--- config.mk ---
export PLATFORM = sky130hd
export DESIGN_NAME = qsys_serial_responder
export DESIGN_NICKNAME = d
export VERILOG_FILES = /design/src/rtl/qsys_serial_pkg.sv /design/src/rtl/qsys_serial_shifter.sv /design/src/rtl/qsys_serial_responder.sv
export SDC_FILE = /design/constraint.sdc
export NUM_CORES = 1
export LEC_CHECK = 0
export CAP_MARGIN = 25
export CORE_UTILIZATION = 56
export CTS_BUF_LIST = sky130_fd_sc_hd__clkbuf_16
export DETAILED_ROUTE_END_ITERATION = 12
export PLACE_DENSITY_LB_ADDON = 0.2
export SYNTH_ARGS = -nofsm -noshare
export SYNTH_HDL_FRONTEND = slang
export SYNTH_SLANG_ARGS = --single-unit
--- constraint.sdc ---
create_clock -name csi_MCLK_clk -period 2.5 [get_ports csi_MCLK_clk]
set_input_delay 0.5 -clock csi_MCLK_clk [delete_from_list [all_inputs] [get_ports csi_MCLK_clk]]
set_output_delay 0.5 -clock csi_MCLK_clk [all_outputs]
set_load 0.02 [all_outputs]
--- src/rtl/qsys_serial_pkg.sv ---
// Shared definitions for both ends of the Qsys serial link: frame layout,
// counter widths and the responder state encoding.
package qsys_serial_pkg;

   localparam int FRAME_BITS   = 65;
   localparam int RESP_BITS    = 32;
   localparam int ADDR_FIELD_W = 32;

   localparam int RW_BIT   = 64;
   localparam int ADDR_MSB = 63;
   localparam int ADDR_LSB = 32;
   localparam int DATA_MSB = 31;

   // Bit counters are wide enough to saturate well past a full frame.
   localparam int                CNT_W     = 7;
   localparam logic [CNT_W-1:0]  CNT_MAX   = '1;
   localparam logic [CNT_W-1:0]  FRAME_CNT = 7'(FRAME_BITS);
   localparam logic [CNT_W-1:0]  RESP_LAST = 7'(RESP_BITS - 1);

   typedef enum logic [2:0] {
      IDLE,
      SHIFT_IN,
      ACCESS,
      GAP,
      RESP
   } state_t;

   function automatic logic [CNT_W-1:0] sat_inc(input logic [CNT_W-1:0] v);
      return (v == CNT_MAX) ? v : v + 1'b1;
   endfunction

endpackage

--- src/rtl/qsys_serial_shifter.sv ---
// Serial-in/parallel-out and parallel-in/serial-out shift register (MSB first)
// with a saturating bit counter; load wins over shift, restart counts from 1.
module qsys_serial_shifter
   import qsys_serial_pkg::*;
#(
   parameter int WIDTH = 32
) (
   input  logic             clk,
   input  logic             rst_n,
   input  logic             load,
   input  logic [WIDTH-1:0] load_dat,
   input  logic             shift,
   input  logic             restart,
   input  logic             sin,
   output logic [WIDTH-1:0] dat,
   output logic             sout,
   output logic [CNT_W-1:0] cnt
);

   always_ff @(posedge clk or negedge rst_n) begin
      if (!rst_n) begin
         dat <= '0;
         cnt <= '0;
      end else if (load) begin
         dat <= load_dat;
         cnt <= '0;
      end else if (shift) begin
         dat <= {dat[WIDTH-2:0], sin};
         cnt <= restart ? CNT_W'(1) : sat_inc(cnt);
      end
   end

   assign sout = dat[WIDTH-1];

endmodule

--- src/rtl/qsys_serial_responder.sv ---
// Peripheral end of the Qsys serial link: receives a 65-bit command, runs one
// Avalon-MM access (stalls on waitrequest), then returns 32 bits framed by srdy.
module qsys_serial_responder
   import qsys_serial_pkg::*;
#(
   parameter int address_size = 8,
   parameter int resp_idle    = 0
) (
   input  logic                    csi_MCLK_clk,
   input  logic                    rsi_MRST_reset_n,
   input  logic                    sle,
   input  logic                    sdo,
   output logic                    sdi,
   output logic                    srdy,
   output logic [address_size-1:0] avm_address,
   output logic [31:0]             avm_writedata,
   output logic                    avm_write,
   output logic                    avm_read,
   input  logic [31:0]             avm_readdata,
   input  logic                    avm_waitrequest,
   output logic                    frame_err
);

   localparam logic [3:0] GAP_CYCLES = 4'(resp_idle);

   state_t                 state, state_nxt;
   logic [FRAME_BITS-1:0]  rx_dat;
   logic [CNT_W-1:0]       rx_cnt, tx_cnt;
   logic                   rx_shift, rx_restart;
   logic                   tx_load, tx_shift, tx_sout;
   logic [RESP_BITS-1:0]   tx_load_dat;
   logic [3:0]             gap_cnt;
   logic                   sle_seen;
   logic                   bus_start, bus_done, short_frame, stray_sle;
   logic                   rx_sout_unused;
   logic [RESP_BITS-1:0]   tx_dat_unused;

   qsys_serial_shifter #(.WIDTH(FRAME_BITS)) u_rx (
      .clk      (csi_MCLK_clk),
      .rst_n    (rsi_MRST_reset_n),
      .load     (1'b0),
      .load_dat ('0),
      .shift    (rx_shift),
      .restart  (rx_restart),
      .sin      (sdo),
      .dat      (rx_dat),
      .sout     (rx_sout_unused),
      .cnt      (rx_cnt)
   );

   qsys_serial_shifter #(.WIDTH(RESP_BITS)) u_tx (
      .clk      (csi_MCLK_clk),
      .rst_n    (rsi_MRST_reset_n),
      .load     (tx_load),
      .load_dat (tx_load_dat),
      .shift    (tx_shift),
      .restart  (1'b0),
      .sin      (1'b0),
      .dat      (tx_dat_unused),
      .sout     (tx_sout),
      .cnt      (tx_cnt)
   );

   if (address_size < ADDR_FIELD_W) begin : g_addr_trim
      logic addr_hi_unused;
      assign addr_hi_unused = ^rx_dat[ADDR_MSB:ADDR_LSB+address_size];
   end

   always_comb begin
      state_nxt   = state;
      rx_shift    = 1'b0;
      rx_restart  = 1'b0;
      tx_load     = 1'b0;
      tx_load_dat = '0;
      tx_shift    = 1'b0;
      bus_start   = 1'b0;
      bus_done    = 1'b0;
      short_frame = 1'b0;
      unique case (state)
         IDLE: begin
            if (sle) begin
               rx_shift   = 1'b1;
               rx_restart = 1'b1;
               state_nxt  = SHIFT_IN;
            end
         end
         SHIFT_IN: begin
            if (sle) begin
               rx_shift = 1'b1;
            end else if (rx_cnt == FRAME_CNT) begin
               bus_start = 1'b1;
               state_nxt = ACCESS;
            end else begin
               // Malformed frame still gets a full (all-zero) response so the
               // master's framing stays in step.
               short_frame = 1'b1;
               tx_load     = 1'b1;
               state_nxt   = RESP;
            end
         end
         ACCESS: begin
            if (!avm_waitrequest) begin
               bus_done    = 1'b1;
               tx_load     = 1'b1;
               tx_load_dat = avm_read ? avm_readdata : avm_writedata;
               state_nxt   = GAP;
            end
         end
         GAP: begin
            if (gap_cnt == GAP_CYCLES) state_nxt = RESP;
         end
         RESP: begin
            tx_shift = 1'b1;
            if (tx_cnt == RESP_LAST) state_nxt = IDLE;
         end
         default: state_nxt = IDLE;
      endcase
   end

   assign stray_sle = sle && !sle_seen &&
                      ((state == ACCESS) || (state == GAP) || (state == RESP));
   assign srdy      = (state == RESP);

   always_ff @(posedge csi_MCLK_clk or negedge rsi_MRST_reset_n) begin
      if (!rsi_MRST_reset_n) begin
         state         <= IDLE;
         sdi           <= 1'b0;
         frame_err     <= 1'b0;
         avm_address   <= '0;
         avm_writedata <= '0;
         avm_write     <= 1'b0;
         avm_read      <= 1'b0;
         gap_cnt       <= '0;
         sle_seen      <= 1'b0;
      end else begin
         state     <= state_nxt;
         frame_err <= short_frame || stray_sle;
         // sdi trails srdy by one cycle so each bit is stable on the edge after
         // its srdy-high cycle.
         sdi       <= (state == RESP) && tx_sout;

         if (bus_start) begin
            avm_address   <= rx_dat[ADDR_LSB +: address_size];
            avm_writedata <= rx_dat[DATA_MSB:0];
            avm_write     <= rx_dat[RW_BIT];
            avm_read      <= !rx_dat[RW_BIT];
         end else if (bus_done) begin
            avm_write <= 1'b0;
            avm_read  <= 1'b0;
         end

         gap_cnt <= (state == GAP) ? gap_cnt + 4'd1 : 4'd0;

         if (state == IDLE)   sle_seen <= 1'b0;
         else if (stray_sle)  sle_seen <= 1'b1;
      end
   end

endmodule
# After elaboration in Yosys (flattened, before gate mapping)
# Index checks and enable logic that the tools add are counted.
[classes]
addsub = 3
n_eq_ne = 15
n_mux = 36
reduce_logical = 17
[ops]
columns = ["op", "n"]
rows = [
  ["$mux 32", 5],
  ["$mux 7", 5],
  ["$eq 7x7->1 const B", 3],
  ["$mux 3", 6],
  ["$mux 1", 17],
  ["$pmux 3 s5", 1],
  ["$add 7x1->7 const B", 2],
  ["$ne 2x2->1 const B", 5],
  ["$eq 7x5->1 const B", 1],
  ["$eq 3x2->1 const B", 2],
  ["$reduce_bool 2->1", 3],
  ["$reduce_and 5->1", 1],
  ["$add 4x1->4 const B", 1],
  ["$logic_not 4->1", 1],
  ["$mux 4", 1],
  ["$ne 2x1->1 const B", 2],
  ["$reduce_and 2->1", 2],
  ["$eq 3x1->1 const B", 1],
  ["$eq 3x3->1 const B", 1],
  ["$logic_and 1x1->1", 3],
  ["$logic_not 3->1", 1],
  ["$logic_or 1x1->1", 3],
  ["$logic_not 1->1", 2],
  ["$pmux 1 s2", 1],
  ["$reduce_or 2->1", 1],
]
[totals]
regBits = 163
output_inout_bits = 45

# Logic depth before layout (Yosys ltp)
[logic_depth]
depth_word = 6
ltp_mapped = 8
ltp_nobuf = 6

# By module
# A second synthesis with hierarchy kept.
[unflattened]
cells_unflattened = 724
area_unflattened_um2 = 8090.3
[by_module_without_submodules]
columns = ["mod", "instances", "cells_each", "area_each_um2", "seq_area_each_um2"]
rows = [
  ["qsys_serial_shifter (u_rx)", 1, 322, 3387.0, 1801.7],
  ["qsys_serial_responder", 1, 224, 2834.0, 1301.2],
  ["qsys_serial_shifter (u_tx)", 1, 178, 1869.3, 975.9],
]

# Least setup slack after synthesis
# OpenSTA, ideal clock, no wires.
[synth_path]
path_type = "reg2reg"
start = "reg u_rx.cnt[1]"
end = "reg u_tx.dat[12]"
setup_ns = 0.121
arrival_ns = 1.694
t_required_ns = 2.379
slack_ns = 0.685
path_stages_with_launch = 9
n_path_buf = 2
period_less_slack_ns = 1.815
cell_sequence = "dfrtp_1 -> inv_1 -> ha_1 -> and4bb_2 -> a21boi_2 -> or3b_1 -> buf_2 -> buf_6 -> o22a_1"
[synth_between]
elab_chain_cells = 5
word_cells_on_any_way = 6
classes_between = "eq/ne: 1; mux: 4; reduce/logical: 1"
[synth_lines]
columns = ["item", "line", "source"]
rows = [
  ["start, declared", "qsys_serial_shifter.sv:17", "output logic [CNT_W-1:0] cnt"],
  ["start signal, assigned", "qsys_serial_shifter.sv:29", "cnt <= restart ? CNT_W'(1) : sat_inc(cnt);"],
  ["$eq 7x7->1 (*)", "qsys_serial_responder.sv:90", "end else if (rx_cnt == FRAME_CNT) begin"],
  ["$mux 1 (*)", "qsys_serial_responder.sv:90", ""],
  ["$mux 1 (*)", "qsys_serial_responder.sv:88", "if (sle) begin"],
  ["$pmux 1 s2 (*)", "qsys_serial_responder.sv:79", "unique case (state)"],
  ["$mux 32 or $reduce_bool 2->1 (tied branches)", "--", ""],
  ["end signal, assigned", "qsys_serial_shifter.sv:25", "dat <= load_dat;"],
  ["end signal, assigned", "qsys_serial_shifter.sv:28", "dat <= {dat[WIDTH-2:0], sin};"],
  ["end, declared", "qsys_serial_shifter.sv:15", "output logic [WIDTH-1:0] dat,"],
]
# Mark *: on every way between the ends. The rest lies on a longest branch, timed or not.
# A chain may end at the register's enable or synchronous reset.

# Worst setup path in the final report
[layout_path]
start = "reg state[0]"
end = "out srdy"
[layout_between]
elab_chain_cells = 1
[layout_lines]
columns = ["item", "line", "source"]
rows = [
  ["start, declared", "qsys_serial_responder.sv:26", "state_t state, state_nxt;"],
  ["start signal, assigned", "qsys_serial_responder.sv:136", "state <= state_nxt;"],
  ["$eq 3x3->1", "qsys_serial_responder.sv:122", "assign srdy = (state == RESP);"],
  ["end, declared", "qsys_serial_responder.sv:14", "output logic srdy,"],
]
# Every way passes these cells.

==> summary.md <==
| Metric | Value |
|---|---|
| Status | `finished, final reports clean` |
| Cells after synthesis | `around 570` |
| Port bufs | `81` |
| Via count | `roughly 4.7k` |
| Antenna violations before repair | `0` |
| Synth Flop Type | `dfrtp_1` |
| First-pass GRT wire length | `between 20000 and 25000 microns` |
| CP Launch Type | `register` |
| Ports | `between 80 and 90` |
| Register area share after synthesis | `a little under three fifths` |
| CTS buffer count | `17` |
| Synth cell types | `between 40 and 50` |
| Max_slew headroom | `68.5%` |
| Kind of critical path | `reg -> out` |
| Total global-route track usage | `a little under a quarter` |
| Util after Layout | `about 72%` |
| Pwr per Cell Area | `between 900 and 1000 nW/um^2` |
| Static Leak | `3.89 nW` |
| Worst skew pair latency | `between 0.4 and 0.5 ns` |
| Max Freq | `between 400 and 500 MHz` |
| Fin cells | `approximately 840` |
| Number of synthesized flops with an enable pin | `0` |
| Clock transition at the registers of the reported paths | `roughly 0.06 ns` |
| WL/cell | `16.5 microns` |
| YS warnings | `0` |
| Placeable Area | `~12000 sq um` |
| Final wirelength | `roughly 14000 microns` |
| Actual slew at the worst max-slew pin | `0.473 ns` |
| Worst-path cell chain | `or3b_1 -> inv_2 -> dlygate4sd2_1` |
| Reg-to-reg startpoint | `state[2]$_DFFE_PN0P_` |
| Vias in the first global route | `between 4k and 5k` |
| Post-DP HPWL | `9000 microns` |
| R2r endpoint | `u_tx.dat[29]$_DFFE_PN0P_` |
| Most common cell after layout, fill and taps aside | `dfrtp_1` |
| Beginning of the critical path | `state[0]$_DFFE_PN0P_` |
| CP max-delay cell | `dfrtp_1` |
| Worst-case reg-to-reg path depth | `6` |
| Mean post-synth cell area | `12.4 sq um` |
| Die Y-Extent | `about 110 microns` |
| Met2 Usage GRT | `between 30% and 40%` |
| Vias per inst | `5.59` |
| Critical path arrival | `1.77 ns` |
| CP Max Fanout | `9` |
| Residual DRC | `0` |
| Top Usage Layer GRT | `met2` |
| Highest-count cells in the layout ignoring fill and taps | `162 x dfrtp_1, 104 x mux2_2, 83 x nor2_1` |
| Iteration-0 DRC Markers | `between 300 and 400` |
| Async SR Flop Fraction | `100%` |
| Row count | `40` |
| Fin crit period | `about 2.3 ns` |
| Total grt overflow | `0` |
| Largest net degree at the start of global routing | `67` |
| H-tree depth | `4` |
| Die width | `approximately 110 microns` |
| Final Max Tran Viols | `0` |
| Final setup fails | `0` |
| GP Congestion | `approximately 0.77` |
| Max incr delay on CP | `around 0.47 ns` |
| Maximum clock insertion buffer count | `2` |
| Global routing usage on met3 | `between 5 and 6%` |
| Die ar. | `about 13000 sq um` |
| Post-synth net total | `roughly 600` |
| Reg-to-reg slack, setup | `roughly 0.55 ns` |
| Layout area overhead | `22.7%` |
| CP Capture Type | `output pin` |
| Worst min path class | `in -> async` |
| Mapped cell area | `7130 sq um` |
| CTS Sinks | `roughly 160` |
| Clk_skew | `0.0120 ns` |
| CTS tree | `built` |
| Nets@finish | `697` |
| Period utilization | `between 90 and 100%` |
| Max-cap viol count | `0` |
| Starting Density | `about three fifths` |
| Met1 usage in global routing | `between 30% and 40%` |
| Sum of negative setup slack | `0 ns` |
| DR pass1 iterations | `4` |
| Peak VDD IR | `~520 uV` |
| Dpl cells | `804` |
| Setup Buffers After CTS | `0` |
| FF+latch count, synth | `between 150 and 200` |
| Critical path data required time | `2.00 ns` |
| Antenna Nets Post-Route | `0` |
| Root buf cell | `clkbuf_16` |
| Final hold viol count | `0` |
| RSZ-0062 raised after global routing | `false` |
| Diodes inserted | `0` |
| Layout cell share with drive strength beyond 1 | `between 20% and 30%` |
## where the power goes
group	internal (mW)	switching, mW	leakage [nW]
Sequential	3.18	0.363	2.15
Clock	1.48	1.07	0.285
Combinational	0.978	0.929	1.46
Total	5.64	2.36	3.89
## cell type report
cell class | count | area [sq um]
inverters | 8 | 30.0
clock inverters | 15 | 159
fillers | 906 | 3460
clock buffers | 17 | 425
repair buffers | 98 | 1000
flip-flops and latches | 163 | 4080
multi-input cells | 367 | 2840
well taps | 168 | 210
## registers in the layout, summed over array words and instances (netlist names)
name	cells
u_rx.dat	65
avm_writedata	32
u_tx.dat	32
avm_address	8
u_rx.cnt	7
u_tx.cnt	7
gap_cnt	4
state	3
avm_read	1
avm_write	1
frame_err	1
sdi	1
sle_seen	1
## worst max-delay path, delay by kind of cell, from the launching register on
kind	cells	cell delay [ns]
buf+inv	2	0.46
simple gates	1	0.42
flops	1	0.47
## kinds of logic (layout without fill, tap and decap cells)
group | after synthesis | after routing | share of synthesized area [%]
compound gates | 90 | 90 | 8.56
buf+inv | 44 | 138 | 3.09
fa+ha+maj | 5 | 5 | 0.877
simple gates | 126 | 126 | 8.12
flops | 163 | 163 | 57.2
xor+xnor | 9 | 9 | 1.11
mux | 137 | 137 | 21.1
## cell usage after synthesis, types with 2 or more instances
cell | instances | area (sq um)
inv_1 | 7 | 26.3
buf_6 | 4 | 45.0
mux2_2 | 104 | 1170
nor3_1 | 3 | 15.0
nor2_1 | 83 | 312
clkbuf_1 | 13 | 48.8
a21oi_1 | 4 | 20.0
nand2b_1 | 2 | 12.5
ha_1 | 5 | 62.6
o21ai_0 | 40 | 200
nand2_1 | 11 | 41.3
xnor2_1 | 2 | 17.5
o211ai_1 | 5 | 37.5
a31o_2 | 2 | 17.5
buf_2 | 17 | 85.1
mux2i_1 | 33 | 330
o22a_1 | 31 | 272
or3b_1 | 2 | 17.5
nand4_1 | 2 | 12.5
and3_1 | 5 | 31.3
xor2_1 | 7 | 61.3
dfrtp_1 | 163 | 4080
nand3_1 | 6 | 30.0
## worst max path at each step
stage                                to  slack (ns)
2_1_floorplan  u_tx.dat[12]$_DFFE_PN0P_        0.69
3_3_place_gp   u_tx.dat[29]$_DFFE_PN0P_        0.12
3_5_place_dp   u_tx.dat[20]$_DFFE_PN0P_        0.12
4_1_cts                            srdy        0.22
5_1_grt                            srdy        0.16
6_report                           srdy        0.23
## metrics by stage
stage | hold slack (ns) | power (mW) | worst slack, ns | area [sq um]
2_1_floorplan | 0.204 | 4.97 | 0.685 | 7130
3_3_place_gp | 0.457 | 5.39 | 0.123 | 8170
3_5_place_dp | 0.467 | 5.50 | 0.116 | 8170
4_1_cts | 0.0182 | 8.06 | 0.221 | 8750
5_1_grt | 0.0362 | 8.43 | 0.162 | 8750
6_report | 0.00909 | 8.00 | 0.229 | 8750
## repair_timing
item	CTS	global route
setup endpoints to repair	1	0
gates resized for setup	1	0
hold buffers	0	0
## routing by layer
metal	up-vias	routed length, microns	part of all wire [%]
met5	-	0	0
met4	0	201	1.5
met3	15	522	3.8
met2	89	6760	49
met1	2379	6340	46
li1	2190	-	-
No activity file was read; power rests on OpenSTA's default activity.
